==> config.mk <==
export PLATFORM = sky130hd
export DESIGN_NAME = munoc_req_flit_packetizer
export DESIGN_NICKNAME = d
export VERILOG_FILES = /design/src/rtl/munoc_req_flit_packetizer.sv
export SDC_FILE = /design/constraint.sdc
export NUM_CORES = 1
export LEC_CHECK = 0
export ABC_AREA = 1
export ABC_CLOCK_PERIOD_IN_PS = 3050
export BUFFER_PORTS_ARGS = -buffer_cell sky130_fd_sc_hd__buf_2
export CAP_MARGIN = 30
export CORE_ASPECT_RATIO = 1.5
export CORE_MARGIN = 10
export CORE_UTILIZATION = 30
export CTS_BUF_LIST = sky130_fd_sc_hd__clkbuf_8
export DETAILED_ROUTE_END_ITERATION = 6
export PLACE_DENSITY_LB_ADDON = 0.12
export SLEW_MARGIN = 30
export SYNTH_ARGS = -nofsm -noshare
export SYNTH_HDL_FRONTEND = slang
export SYNTH_SLANG_ARGS = --single-unit
==> constraint.sdc <==
create_clock -name clk -period 3.05 [get_ports clk]
set_clock_uncertainty 0.05 [all_clocks]
set_input_delay 0.4575 -clock clk [delete_from_list [all_inputs] [get_ports clk]]
set_output_delay 0.4575 -clock clk [all_outputs]
set_load 0.05 [all_outputs]
==> src/rtl/munoc_req_flit_packetizer.sv <==
// -----------------------------------------------------------------------------
// munoc_req_flit_packetizer
//
// Request-side injection stage of the MUNOC network interface. Accepts one
// request (address, burst length, write flag) and, for writes, its data
// beats. It turns these into a head/body/tail flit stream for the router
// input port. The captured address is driven to the external address
// decoder, and the decoder's target node is packed into the header flit.
//
// Ports:
//   clk, rst      rising-edge clock, synchronous active-high reset
//   req_*         request handshake: addr / write / len (beats-1)
//   wdata_*       write-beat handshake; wdata_last is only cross-checked
//   dec_addr      registered address to the decoder
//   dec_target    combinational target node returned by the decoder
//   flit_*        flit handshake to the router: type and payload
//   err_last      sticky flag: wdata_last disagreed with the beat count
//
// Flit types: 00 head, 01 body, 10 tail, 11 head+tail (read request).
// Header layout (LSB first): addr, len, write, SRC_NODE, dec_target, zero pad.
// -----------------------------------------------------------------------------
module munoc_req_flit_packetizer #(
    parameter int                    ADDR_WIDTH = 32,
    parameter int                    NODE_WIDTH = 4,
    parameter int                    LEN_WIDTH  = 4,
    parameter int                    DATA_WIDTH = 32,
    parameter int                    FLIT_WIDTH = 64,
    parameter logic [NODE_WIDTH-1:0] SRC_NODE   = '0
) (
    input  logic                  clk,
    input  logic                  rst,
    input  logic                  req_valid,
    output logic                  req_ready,
    input  logic [ADDR_WIDTH-1:0] req_addr,
    input  logic                  req_write,
    input  logic [LEN_WIDTH-1:0]  req_len,
    input  logic                  wdata_valid,
    output logic                  wdata_ready,
    input  logic [DATA_WIDTH-1:0] wdata,
    input  logic                  wdata_last,
    output logic [ADDR_WIDTH-1:0] dec_addr,
    input  logic [NODE_WIDTH-1:0] dec_target,
    output logic                  flit_valid,
    input  logic                  flit_ready,
    output logic [1:0]            flit_type,
    output logic [FLIT_WIDTH-1:0] flit_data,
    output logic                  err_last
);

    localparam int HDR_W = ADDR_WIDTH + LEN_WIDTH + 1 + 2 * NODE_WIDTH;

    localparam logic [1:0] FT_HEAD      = 2'b00;
    localparam logic [1:0] FT_BODY      = 2'b01;
    localparam logic [1:0] FT_TAIL      = 2'b10;
    localparam logic [1:0] FT_HEAD_TAIL = 2'b11;

    typedef enum logic [1:0] {
        ST_IDLE = 2'd0,
        ST_HEAD = 2'd1,
        ST_BODY = 2'd2
    } state_e;

    state_e                 state_q;
    logic [ADDR_WIDTH-1:0]  addr_q;
    logic [LEN_WIDTH-1:0]   len_q;
    logic                   write_q;
    logic [LEN_WIDTH-1:0]   beat_cnt_q;
    logic                   err_last_q;

    logic [HDR_W-1:0]       header;
    logic                   last_beat;

    // The decoder sees only the registered address, so the header path is
    // addr_q -> decoder -> flit_data with no combinational path from req_*.
    assign dec_addr  = addr_q;
    assign header    = {dec_target, SRC_NODE, write_q, len_q, addr_q};
    assign last_beat = (beat_cnt_q == '0);
    assign err_last  = err_last_q;

    // Handshake outputs are decoded from the state. In BODY the flit is a
    // pass-through of the write beat, so the data source must hold wdata
    // stable while the router stalls.
    always_comb begin
        req_ready   = 1'b0;
        wdata_ready = 1'b0;
        flit_valid  = 1'b0;
        flit_type   = FT_HEAD;
        flit_data   = '0;
        case (state_q)
            ST_IDLE: begin
                req_ready = ~rst;
            end
            ST_HEAD: begin
                flit_valid = 1'b1;
                flit_type  = write_q ? FT_HEAD : FT_HEAD_TAIL;
                flit_data  = FLIT_WIDTH'(header);
            end
            ST_BODY: begin
                flit_valid  = wdata_valid;
                wdata_ready = flit_ready;
                flit_type   = last_beat ? FT_TAIL : FT_BODY;
                flit_data   = FLIT_WIDTH'(wdata);
            end
            default: begin
                req_ready = 1'b0;
            end
        endcase
    end

    always_ff @(posedge clk) begin
        if (rst) begin
            // A packet in flight is abandoned; the router deals with the
            // truncated packet.
            state_q    <= ST_IDLE;
            addr_q     <= '0;
            len_q      <= '0;
            write_q    <= 1'b0;
            beat_cnt_q <= '0;
            err_last_q <= 1'b0;
        end else begin
            case (state_q)
                ST_IDLE: begin
                    if (req_valid) begin
                        addr_q  <= req_addr;
                        len_q   <= req_len;
                        write_q <= req_write;
                        state_q <= ST_HEAD;
                    end
                end
                ST_HEAD: begin
                    if (flit_ready) begin
                        if (write_q) begin
                            beat_cnt_q <= len_q;
                            state_q    <= ST_BODY;
                        end else begin
                            state_q <= ST_IDLE;
                        end
                    end
                end
                ST_BODY: begin
                    if (wdata_valid && flit_ready) begin
                        // The beat count ends the packet; wdata_last is only
                        // compared against it.
                        if (wdata_last != last_beat) begin
                            err_last_q <= 1'b1;
                        end
                        if (last_beat) begin
                            state_q <= ST_IDLE;
                        end else begin
                            beat_cnt_q <= beat_cnt_q - LEN_WIDTH'(1);
                        end
                    end
                end
                default: begin
                    state_q <= ST_IDLE;
                end
            endcase
        end
    end

endmodule
==> impl_summary.log <==
[metrics] fraction of layout instances using a drive strength above 1: 32.0%
[metrics] via count of the first global-routing pass: 2859
[metrics] IO Pins: 181
[metrics] grt total ovfl: 0
[metrics] # resized after CTS: 0
[metrics] Starting Density: 30.5%
[metrics] deepest clock path buffer count: 2
[metrics] required time worst endpoint: about 2.5 ns
[metrics] register-to-register setup slack: 1.02 ns
[metrics] pins over their slew limit: 0
[metrics] multiplexer area fraction after synthesis: 0%
[metrics] routed wl met3: about 850 um
[metrics] Worst Hold Margin: 0.295 ns
[metrics] wire length on met2: 4.89 mm
[metrics] gate count after technology mapping: 411
[metrics] Detailed Route WL: ~9.5 mm
[metrics] detail-routed via count per cell: 4.34
[metrics] CTS Root Cell: clkbuf_8
[metrics] area added between synthesis and finish: 34.3%
[metrics] total design power: around 3.8 mW
[metrics] final worst path period need: 2.66 ns
[metrics] slew of the pin with the lowest slew margin: about 0.6 ns
[metrics] wire length per cell after detailed routing: 14.3 um
[metrics] unique cell type count in the Yosys netlist: 23
[metrics] TritonCTS clock tree: yes
[metrics] largest net degree at the start of global routing: 39
[metrics] IO buf count: 157
[metrics] Reg2Reg Depth: 10
[metrics] Routed met1 length: 3.69 mm
[metrics] endpoint class of the critical path: output port
[metrics] CTS Buf Count: 5
[metrics] post-synthesis compound-gate area fraction: 15.3%
[metrics] number of inserted diodes: 0
[metrics] Final setup viols: 0
[metrics] Final Hold Violating Endpoints: 0
[metrics] Slowest Stage Delay on Critical Path: 0.36 ns
[metrics] clock latency on the worst-skew pair: 0.29 ns
[metrics] hpwl dp: 7.49 mm
[metrics] row count: 41
[metrics] ratio of final minimum period to clock period: between 80 and 90%
[metrics] DR top layer: met4
[metrics] Post-Synth XOR/XNOR Area: 0%
[metrics] post-synthesis share of cell area spent on full adders, half adders and majority gates: 2.95%
[metrics] ordered cell list for the critical path: inv_1, ha_1, clkinv_1, buf_4, a21oi_1, buf_2
[metrics] number of cells traversed by the worst hold path: 2
[metrics] Overall Global Routing Usage: 14.4%
[metrics] number of warnings reported in the yosys synthesis log: 0
[metrics] run status: finished, final reports clean
[metrics] worst min path class: in -> reg
[metrics] Die Ht: approximately 130 um
[metrics] drt first pass iters: 4
[metrics] number of H-tree branching levels: 2
[metrics] die width: ~95 um
[metrics] number of flip-flops and latches in the synthesized netlist: 44
[metrics] Final TNS setup: 0 ns
[metrics] DP Cell Count: 658
[metrics] worst-path fanout max: 14
[metrics] count of fill cells added during filler insertion: roughly 960
[metrics] overall via count from detail_route: 2890
[metrics] leakage: between 1.5 and 2 nW
[metrics] worst voltage drop across the vdd grid: between 0.0006 and 0.0007 V
[metrics] Post-CTS Hold Fix Bufs: 0
[metrics] post-synthesis simple-gate area fraction: between 30% and 40%
[metrics] remaining antenna violation count: 0
[metrics] antenna violations before repair: 0
[metrics] Worst Path Arrival: around 2.2 ns
[metrics] Relative slew margins: 60.1%
[metrics] Sink Count: 44
[metrics] residual DRC count: 0
[metrics] summed instance area of the synthesized netlist: about 0.0025 mm2
[metrics] sequential share of the synthesized area: 34.6%
[metrics] global placer's final weighted congestion: 0.789
[metrics] Mean Syn Cell Area: 6.20 um2
[metrics] clock transition at the register clock pins on the worst setup and hold paths after CTS: 0.08 ns
[metrics] final net count: 643
[metrics] category of the most critical setup path: reg -> out
[metrics] area of the die: 0.0127 mm2
[metrics] main combinational cell family by area after synthesis: simple AND/OR/NAND/NOR gates
[metrics] maximum operating frequency: 376 MHz
[metrics] pwr dens: 1110 mW/mm2
[metrics] Finished Layout Cells: ~670
[metrics] first-pass GRT wire length: 14.5 mm
[metrics] post-CTS setup buffer count: 0
[metrics] area of the core: 0.00836 mm2
[metrics] Critical Path Start Type: flip-flop
[metrics] number of DRC violations after detailed-routing iteration 0: 119
[metrics] maxcap violations: 0
[metrics] CP max-delay cell: dfxtp_1
[metrics] unrepaired setup endpoints after global routing: no
## cells in the final DEF, fill, tap and decap left out
master and instances:
nand3_1 5, a21oi_1 37, nor2_1 89, ha_2 1, nor2_4 1, nand2_1 103, nand3_2 1, nand2_2 1
conb_1 23, o21ai_0 38, inv_1 30, inv_2 3, nand4_1 1, clkinv_1 2, buf_4 7, clkbuf_8 6
buf_2 157, o21ai_1 3, dfxtp_1 44, nand2_4 1, ha_1 5, or2_4 1
## final timing paths
kind / startpoint / end
worst max register to register: state_q[1] / state_q[0]
worst min register to register: err_last / err_last
worst max-delay path: state_q[1] / flit_type[0]
worst min-delay path: rst / err_last
## Yosys cell counts (all sizes together)
| cell type | instances | area, um2 |
|---|---|---|
| a21oi | 37 | 185 |
| buf | 31 | 216 |
| clkbuf | 15 | 57.6 |
| clkinv | 2 | 7.51 |
| conb | 1 | 3.75 |
| dfxtp | 44 | 881 |
| ha | 6 | 75.1 |
| inv | 31 | 116 |
| nand2 | 105 | 404 |
| nand3 | 6 | 35.0 |
| nand4 | 1 | 6.26 |
| nor2 | 90 | 345 |
| o21ai | 41 | 205 |
| or2 | 1 | 8.76 |
## power breakdown
part	leakage [nW]	internal [mW]	switching [mW]
Sequential	0.364	0.755	0.140
Clock	0.0538	0.178	0.196
Combinational	1.45	0.593	1.93
Total	1.86	1.53	2.27
## cell type report
type | count | area (um2) | share of cell area (%)
multi-input cells | 310 | 1350 | 39.6
flip-flops and latches | 44 | 881 | 25.7
repair buffers | 164 | 838 | 24.5
well taps | 107 | 134 | 3.91
inverters | 33 | 124 | 3.62
clock buffers | 6 | 82.6 | 2.41
clock inverters | 2 | 7.51 | 0.219
## metal layers
metal  track usage (%)  vias up
met5                 0        -
met1              15.1     1263
met4              4.09        0
met3              4.81        5
li1                  -     1516
met2              25.9      106
## cell families after synthesis
logic type / Yosys count
adder cells (fa/ha/maj): 6
flip-flops: 44
buffers and inverters: 79
AND/OR/NAND/NOR: 203
other: 1
AO/OA/AOI/OAI: 78
## through the flow
| step | instance area (um2) | worst slack (ns) | util, % |
|---|---|---|---|
| global placement | 3330 | 0.679 | 39.8 |
| floorplan | 2630 | 0.719 | - |
| detailed placement | 3330 | 0.691 | 39.8 |
| CTS | 3420 | 0.347 | 40.9 |
| finish | 3420 | 0.388 | 40.9 |
| global route | 3420 | 0.184 | 40.9 |
## registers in the layout (all words and copies together) (netlist names)
register,flops
state_q,2
write_q,1
len_q,4
beat_cnt_q,4
dec_addr,32
err_last,1
## worst max-delay path: cells and delay by family, from the launching register on
kind	cells	cell delay [ns]
AOI/OAI and AO/OA	1	0.15
DFF	1	0.36
buffers and inverters	4	1.07
adders and majority gates	1	0.29
No activity file was read; power rests on OpenSTA's default activity.
